File: src/rtl/imem_loader.sv
// imem_loader: byte-stream program loader for the instruction memory.
// Accepts a length-prefixed, big-endian byte stream over valid/ready,
// assembles WORD_W-bit words and writes them to addresses 0..N-1.
// Holds the core in reset (cpu_hold) for the duration of a load.
// Optional feature macro: IMEM_LOADER_CHECKSUM_EN adds a trailing XOR
// checksum byte that must match before the load is reported done.
module imem_loader #(
    parameter int WORD_W = 32,
    parameter int ADDR_W = 4
) (
    input  logic              clk,
    input  logic              rst,
    input  logic              start,
    input  logic [7:0]        rx_data,
    input  logic              rx_valid,
    output logic              rx_ready,
    output logic              wr_en,
    output logic [ADDR_W-1:0] wr_addr,
    output logic [WORD_W-1:0] wr_data,
    output logic              busy,
    output logic              done,
    output logic              error,
    output logic              cpu_hold
);

    localparam int BPW    = WORD_W / 8;
    localparam int BCNT_W = (BPW > 1) ? $clog2(BPW) : 1;
    localparam int CNT_W  = ADDR_W + 1;
    localparam logic [BCNT_W-1:0] LAST_BYTE = BCNT_W'(BPW - 1);
    localparam logic [31:0]       DEPTH     = 32'd1 << ADDR_W;

`ifdef IMEM_LOADER_CHECKSUM_EN
    typedef enum logic [2:0] {
        S_IDLE, S_LEN_HI, S_LEN_LO, S_DATA, S_CSUM, S_DONE, S_ERR
    } state_t;
`else
    typedef enum logic [2:0] {
        S_IDLE, S_LEN_HI, S_LEN_LO, S_DATA, S_DONE, S_ERR
    } state_t;
`endif

    state_t              state_q, state_d;
    logic [7:0]          len_hi_q, len_hi_d;
    logic [CNT_W-1:0]    len_q, len_d;
    logic [CNT_W-1:0]    word_cnt_q, word_cnt_d;
    logic [BCNT_W-1:0]   byte_cnt_q, byte_cnt_d;
    logic [WORD_W-1:0]   asm_q, asm_d;
    logic [7:0]          csum_q, csum_d;
    logic                wr_en_q, wr_en_d;
    logic [ADDR_W-1:0]   wr_addr_q, wr_addr_d;
    logic [WORD_W-1:0]   wr_data_q, wr_data_d;
    logic                done_q, done_d;
    logic                error_q, error_d;

    logic                in_load;
    logic                accept;
    logic [31:0]         len_full;
    logic [WORD_W-1:0]   asm_next;
    logic [CNT_W-1:0]    word_inc;

    // States in which the loader owns the stream and holds the core.
`ifdef IMEM_LOADER_CHECKSUM_EN
    assign in_load = (state_q == S_LEN_HI) || (state_q == S_LEN_LO) ||
                     (state_q == S_DATA)   || (state_q == S_CSUM);
`else
    assign in_load = (state_q == S_LEN_HI) || (state_q == S_LEN_LO) ||
                     (state_q == S_DATA);
`endif

    assign accept   = rx_valid && in_load;
    assign len_full = {16'd0, len_hi_q, rx_data};
    // Big-endian assembly: earlier bytes end up in the upper bits.
    assign asm_next = (asm_q << 8) | WORD_W'(rx_data);
    assign word_inc = word_cnt_q + CNT_W'(1);

    // Next-state and registered-output computation for the load FSM.
    always_comb begin
        state_d    = state_q;
        len_hi_d   = len_hi_q;
        len_d      = len_q;
        word_cnt_d = word_cnt_q;
        byte_cnt_d = byte_cnt_q;
        asm_d      = asm_q;
        csum_d     = csum_q;
        wr_en_d    = 1'b0;
        wr_addr_d  = wr_addr_q;
        wr_data_d  = wr_data_q;
        done_d     = done_q;
        error_d    = error_q;

        case (state_q)
            S_IDLE, S_DONE, S_ERR: begin
                if (start) begin
                    state_d    = S_LEN_HI;
                    done_d     = 1'b0;
                    error_d    = 1'b0;
                    byte_cnt_d = '0;
                    word_cnt_d = '0;
                    csum_d     = '0;
                    asm_d      = '0;
                end
            end

            S_LEN_HI: begin
                if (accept) begin
                    len_hi_d = rx_data;
                    csum_d   = csum_q ^ rx_data;
                    state_d  = S_LEN_LO;
                end
            end

            S_LEN_LO: begin
                if (accept) begin
                    csum_d = csum_q ^ rx_data;
                    if (len_full > DEPTH) begin
                        state_d = S_ERR;
                        error_d = 1'b1;
                    end else if (len_full == 32'd0) begin
`ifdef IMEM_LOADER_CHECKSUM_EN
                        state_d = S_CSUM;
`else
                        state_d = S_DONE;
                        done_d  = 1'b1;
`endif
                    end else begin
                        len_d   = CNT_W'(len_full);
                        state_d = S_DATA;
                    end
                end
            end

            S_DATA: begin
                if (accept) begin
                    csum_d = csum_q ^ rx_data;
                    asm_d  = asm_next;
                    if (byte_cnt_q == LAST_BYTE) begin
                        byte_cnt_d = '0;
                        wr_en_d    = 1'b1;
                        wr_addr_d  = word_cnt_q[ADDR_W-1:0];
                        wr_data_d  = asm_next;
                        word_cnt_d = word_inc;
                        if (word_inc == len_q) begin
`ifdef IMEM_LOADER_CHECKSUM_EN
                            state_d = S_CSUM;
`else
                            state_d = S_DONE;
                            done_d  = 1'b1;
`endif
                        end
                    end else begin
                        byte_cnt_d = byte_cnt_q + BCNT_W'(1);
                    end
                end
            end

`ifdef IMEM_LOADER_CHECKSUM_EN
            S_CSUM: begin
                if (accept) begin
                    if (rx_data == csum_q) begin
                        state_d = S_DONE;
                        done_d  = 1'b1;
                    end else begin
                        state_d = S_ERR;
                        error_d = 1'b1;
                    end
                end
            end
`endif

            default: begin
                state_d = S_IDLE;
            end
        endcase
    end

    // State and datapath registers; reset abandons any partial load.
    always_ff @(posedge clk) begin
        if (rst) begin
            state_q    <= S_IDLE;
            len_hi_q   <= '0;
            len_q      <= '0;
            word_cnt_q <= '0;
            byte_cnt_q <= '0;
            asm_q      <= '0;
            csum_q     <= '0;
            wr_en_q    <= 1'b0;
            wr_addr_q  <= '0;
            wr_data_q  <= '0;
            done_q     <= 1'b0;
            error_q    <= 1'b0;
        end else begin
            state_q    <= state_d;
            len_hi_q   <= len_hi_d;
            len_q      <= len_d;
            word_cnt_q <= word_cnt_d;
            byte_cnt_q <= byte_cnt_d;
            asm_q      <= asm_d;
            csum_q     <= csum_d;
            wr_en_q    <= wr_en_d;
            wr_addr_q  <= wr_addr_d;
            wr_data_q  <= wr_data_d;
            done_q     <= done_d;
            error_q    <= error_d;
        end
    end

    assign rx_ready = in_load;
    assign busy     = in_load;
    assign cpu_hold = in_load;
    assign wr_en    = wr_en_q;
    assign wr_addr  = wr_addr_q;
    assign wr_data  = wr_data_q;
    assign done     = done_q;
    assign error    = error_q;

endmodule

File: config.mk
export PLATFORM = sky130hd
export DESIGN_NAME = imem_loader
export DESIGN_NICKNAME = d
export VERILOG_FILES = /design/src/rtl/imem_loader.sv
export SDC_FILE = /design/constraint.sdc
export NUM_CORES = 1
export LEC_CHECK = 0
export ABC_AREA = 1
export ABC_CLOCK_PERIOD_IN_PS = 1450
export CORE_MARGIN = 2
export CORE_UTILIZATION = 32
export DETAILED_ROUTE_END_ITERATION = 7
export GPL_TIMING_DRIVEN = 1
export PLACE_DENSITY = 0.63
export SLEW_MARGIN = 20
export SYNTH_ARGS = -nofsm -noshare
export SYNTH_HDL_FRONTEND = slang
export SYNTH_SLANG_ARGS = --single-unit
File: constraint.sdc
create_clock -name clk -period 1.45 [get_ports clk]
set_input_delay 0.29 -clock clk [delete_from_list [all_inputs] [get_ports clk]]
set_output_delay 0.29 -clock clk [all_outputs]
set_load 0.1 [all_outputs]
==> flow_summary.json <==
{
  "outcome": "complete, but fails checks",
  "violations": "negative setup slack",
  "synth_edf_count": 0,
  "finalCriticalPeriod_ns": 1.63,
  "period_share_pct": 112,
  "routed_wl_um": 10100,
  "dr.pass1.iters": 5,
  "cts.path.max_buffers": 2,
  "clkTransAtPathRegs_ns": 0.09,
  "num_rows": 38,
  "placedCellCount": 665,
  "cts_sinks": 86,
  "dieArea_sq_mm": 0.0117,
  "yosysWarnings": 0,
  "ys_seq_area_share_pct": 49.6,
  "r2r-end": "state_q[0]$_SDFFE_PP0P_",
  "clkLatencyLatePin_ns": 0.36,
  "yosysMostFrequentCell": "nor2_1",
  "crit_slowest_cell": "dfxtp_2",
  "critPathTopFamily": "simple AND/OR/NAND/NOR gates",
  "drtIter0Drc": 215,
  "holdPathStages": 4,
  "hold_violations": 0,
  "timing.critical_path.depth": 12,
  "syn_area_per_cell_sq_um": 7.46,
  "pre_cts_slack_ns": -0.470,
  "relSlewSlack_pct": 74.0,
  "maxCapViolCount": 0,
  "synth.distinct_cells": 28,
  "grt_max_degree": 39,
  "p_leak_nw": 2.32,
  "rr_startpoint": "word_cnt_q[0]$_SDFFE_PP0P_",
  "cts-root-buf": "clkbuf_8",
  "antenna_cells": 0,
  "p_clk_share_pct": 23.4,
  "nets": 567,
  "ir_drop_uv": 822,
  "internal_power_mw": 5.05,
  "dr_total_vias": 3411,
  "final_cells": 698,
  "fin_ws_ns": -0.178,
  "worstMarginPinSlew_ns": 0.390,
  "p_seq_share_pct": 35.7,
  "grt_pass1_vias": 3192,
  "powerDensity_mw_per_mm2": 1520,
  "wl_per_cell_um": 14.4,
  "r2r_cells": 12,
  "max_stage_delay_ns": 0.35,
  "yosys.area.top_type": "dfxtp_1",
  "critPathCaptureType": "register",
  "initial_core_util_pct": 32.4,
  "gp_congestion": 0.815,
  "worst-path-max-fanout": 3,
  "antenna_found_initial": 0,
  "ys_top_cells_by_area": "dfxtp_1 (50%), nor2_1 (14%), o21ai_0 (11%), a21oi_1 (6.1%), nand2_1 (4.8%)",
  "syn_area_sq_mm": 0.00347,
  "power_frac_comb_pct": 41.0,
  "path_class": "register to register",
  "path_cells": "ha_4 > inv_2 > nand2_1 > nand2_1 > nor2_1 > nand3_1 > nor2_1 > nand3_1 > nand2_2 > nand2_2 > o21ai_1 > inv_1",
  "hp-class": "input port to register",
  "synth_top_area_share_pct": 49.6,
  "core_sq_mm": 0.0107,
  "io_buffers": 53,
  "switchingPower_mw": 3.26,
  "cp.arrival_ns": 1.88,
  "finalPower_mw": 8.31,
  "max_freq_mhz": 614,
  "post-route-util_pct": 51.2,
  "sw_frac_of_total_pct": 39.2,
  "hpwl_um": 5930,
  "cp-endpoint": "state_q[0]$_SDFFE_PP0P_",
  "ioPinCount": 54,
  "crit_required_ns": 1.71,
  "grt.total_usage_pct": 16.2,
  "drv_slew": 0,
  "syn_inst": 465,
  "crit_path_start_kind": "register",
  "nFillCells": 973,
  "route.detailed.drc": 0,
  "die_h_um": 108,
  "globalRouteOverflowTotal": 0,
  "dieWidth_um": 108,
  "cts_tree": "yes",
  "reg2reg_setup_slack_ns": -0.18,
  "syn2layout_area_growth_pct": 57.7,
  "rsz0062_at_grt": "true",
  "htree_levels": 3,
  "async_flop_share_pct": 0,
  "hold_ws_ns": 0.385,
  "startpoint": "word_cnt_q[0]$_SDFFE_PP0P_",
  "cp_num_buf_inv": 2,
  "drive_gt1_share_pct": 31.9,
  "synthTopCellsByCount": "nor2_1 (133), dfxtp_1 (86), o21ai_0 (75)",
  "syn_nets": 479,
  "synth_ff_type": "dfxtp_1",
  "grt_pass1_wl_um": 15200,
  "synth-seq-cells": 86,
  "cts_inserted_buffers": 9,
  "fin_skew_ns": 0.00964,
  "setup-violations-final": 48,
  "ant_nets": 0,
  "avgViaCountPerCell": 4.89
}
## cell type report
type	instances	area, sq um	share of cell area [%]
clock buffers	9	124	2.26
clock inverters	7	103	1.87
inverters	28	126	2.31
multi-input cells	327	1690	30.9
flip-flops and latches	86	1730	31.6
well taps	140	175	3.20
repair buffers	101	1520	27.8
## cell families after synthesis
group	after synthesis	share of synthesized area, %
adder cells (fa/ha/maj)	2	0.721
AND/OR/NAND/NOR	200	24.0
AO/OA/AOI/OAI	125	18.2
flip-flops	86	49.6
buffers and inverters	52	7.46
## placed cells by master (no fill, tap or decap), drive strengths merged, types with 2 or more instances in the layout
cell / count
clkinv: 2
clkdlybuf4s50: 9
bufinv: 2
a21oi: 42
nor2: 137
nand3: 8
nand4: 2
inv: 31
buf: 86
o21ai: 82
clkbuf: 13
ha: 2
nand2: 47
nand3b: 2
nor3: 4
dlymetal6s2s: 2
dfxtp: 86
## worst register-to-register path, delay by kind of cell (launching register included)
family                     cells  cell delay, ns
AOI/OAI and AO/OA              1            0.15
adders and majority gates      1            0.29
buffers and inverters          2            0.08
DFF                            1            0.35
and+or+nand+nor                8            0.66
## registers in the layout (all words and copies together) (netlist names), 2 cells and up
name        cells
asm_q          24
byte_cnt_q      2
len_hi_q        8
len_q           5
state_q         3
word_cnt_q      5
wr_addr         4
wr_data        32
## power by group through the flow
stage               combinational [mW]  clock [mW]  sequential [mW]
global placement                  2.94           0             2.96
finish                            3.41        1.94             2.96
CTS                               3.18        1.97             2.93
floorplan                         1.83           0             3.07
global route                      3.65        2.08             3.00
detailed placement                2.97           0             2.97
## metal layers
| layer | vias up | global-route usage (%) | wire length [um] |
|---|---|---|---|
| li1 | 1686 | - | - |
| met1 | 1606 | 21.5 | 4590 |
| met2 | 103 | 26.4 | 4790 |
| met3 | 16 | 3.50 | 518 |
| met4 | 0 | 5.31 | 163 |
| met5 | - | 0 | 0 |
## timing repair
item	in CTS	in global routing
buffers inserted	6	5
hold endpoints to repair	0	0
pin swaps	5	23
gates cloned	1	6
setup endpoints to repair	15	81
hold buffers	0	0
gates resized for setup	28	72
## through the flow
stage | TNS (ns) | cell area (sq um)
finish | -3.58 | 5470
global route | -8.54 | 5470
CTS | -2.29 | 5150
detailed placement | -21.12 | 4760
global placement | -18.39 | 4760
floorplan | 0 | 3490
## worst min path at each step
stage,from,end,slack (ns)
after CTS,word_cnt_q[4]$_SDFFE_PP0P_,word_cnt_q[4]$_SDFFE_PP0P_,0.48
after global placement,asm_q[19]$_SDFFE_PP0P_,wr_data[27]$_SDFFE_PP0P_,0.46
after floorplan,rx_data[2],len_q[2]$_SDFFE_PP0P_,0.42
final,rx_data[4],len_q[4]$_SDFFE_PP0P_,0.38
after global routing,rx_data[4],len_q[4]$_SDFFE_PP0P_,0.41
after detailed placement,asm_q[16]$_SDFFE_PP0P_,wr_data[24]$_SDFFE_PP0P_,0.47
No activity file was read; power rests on OpenSTA's default activity.
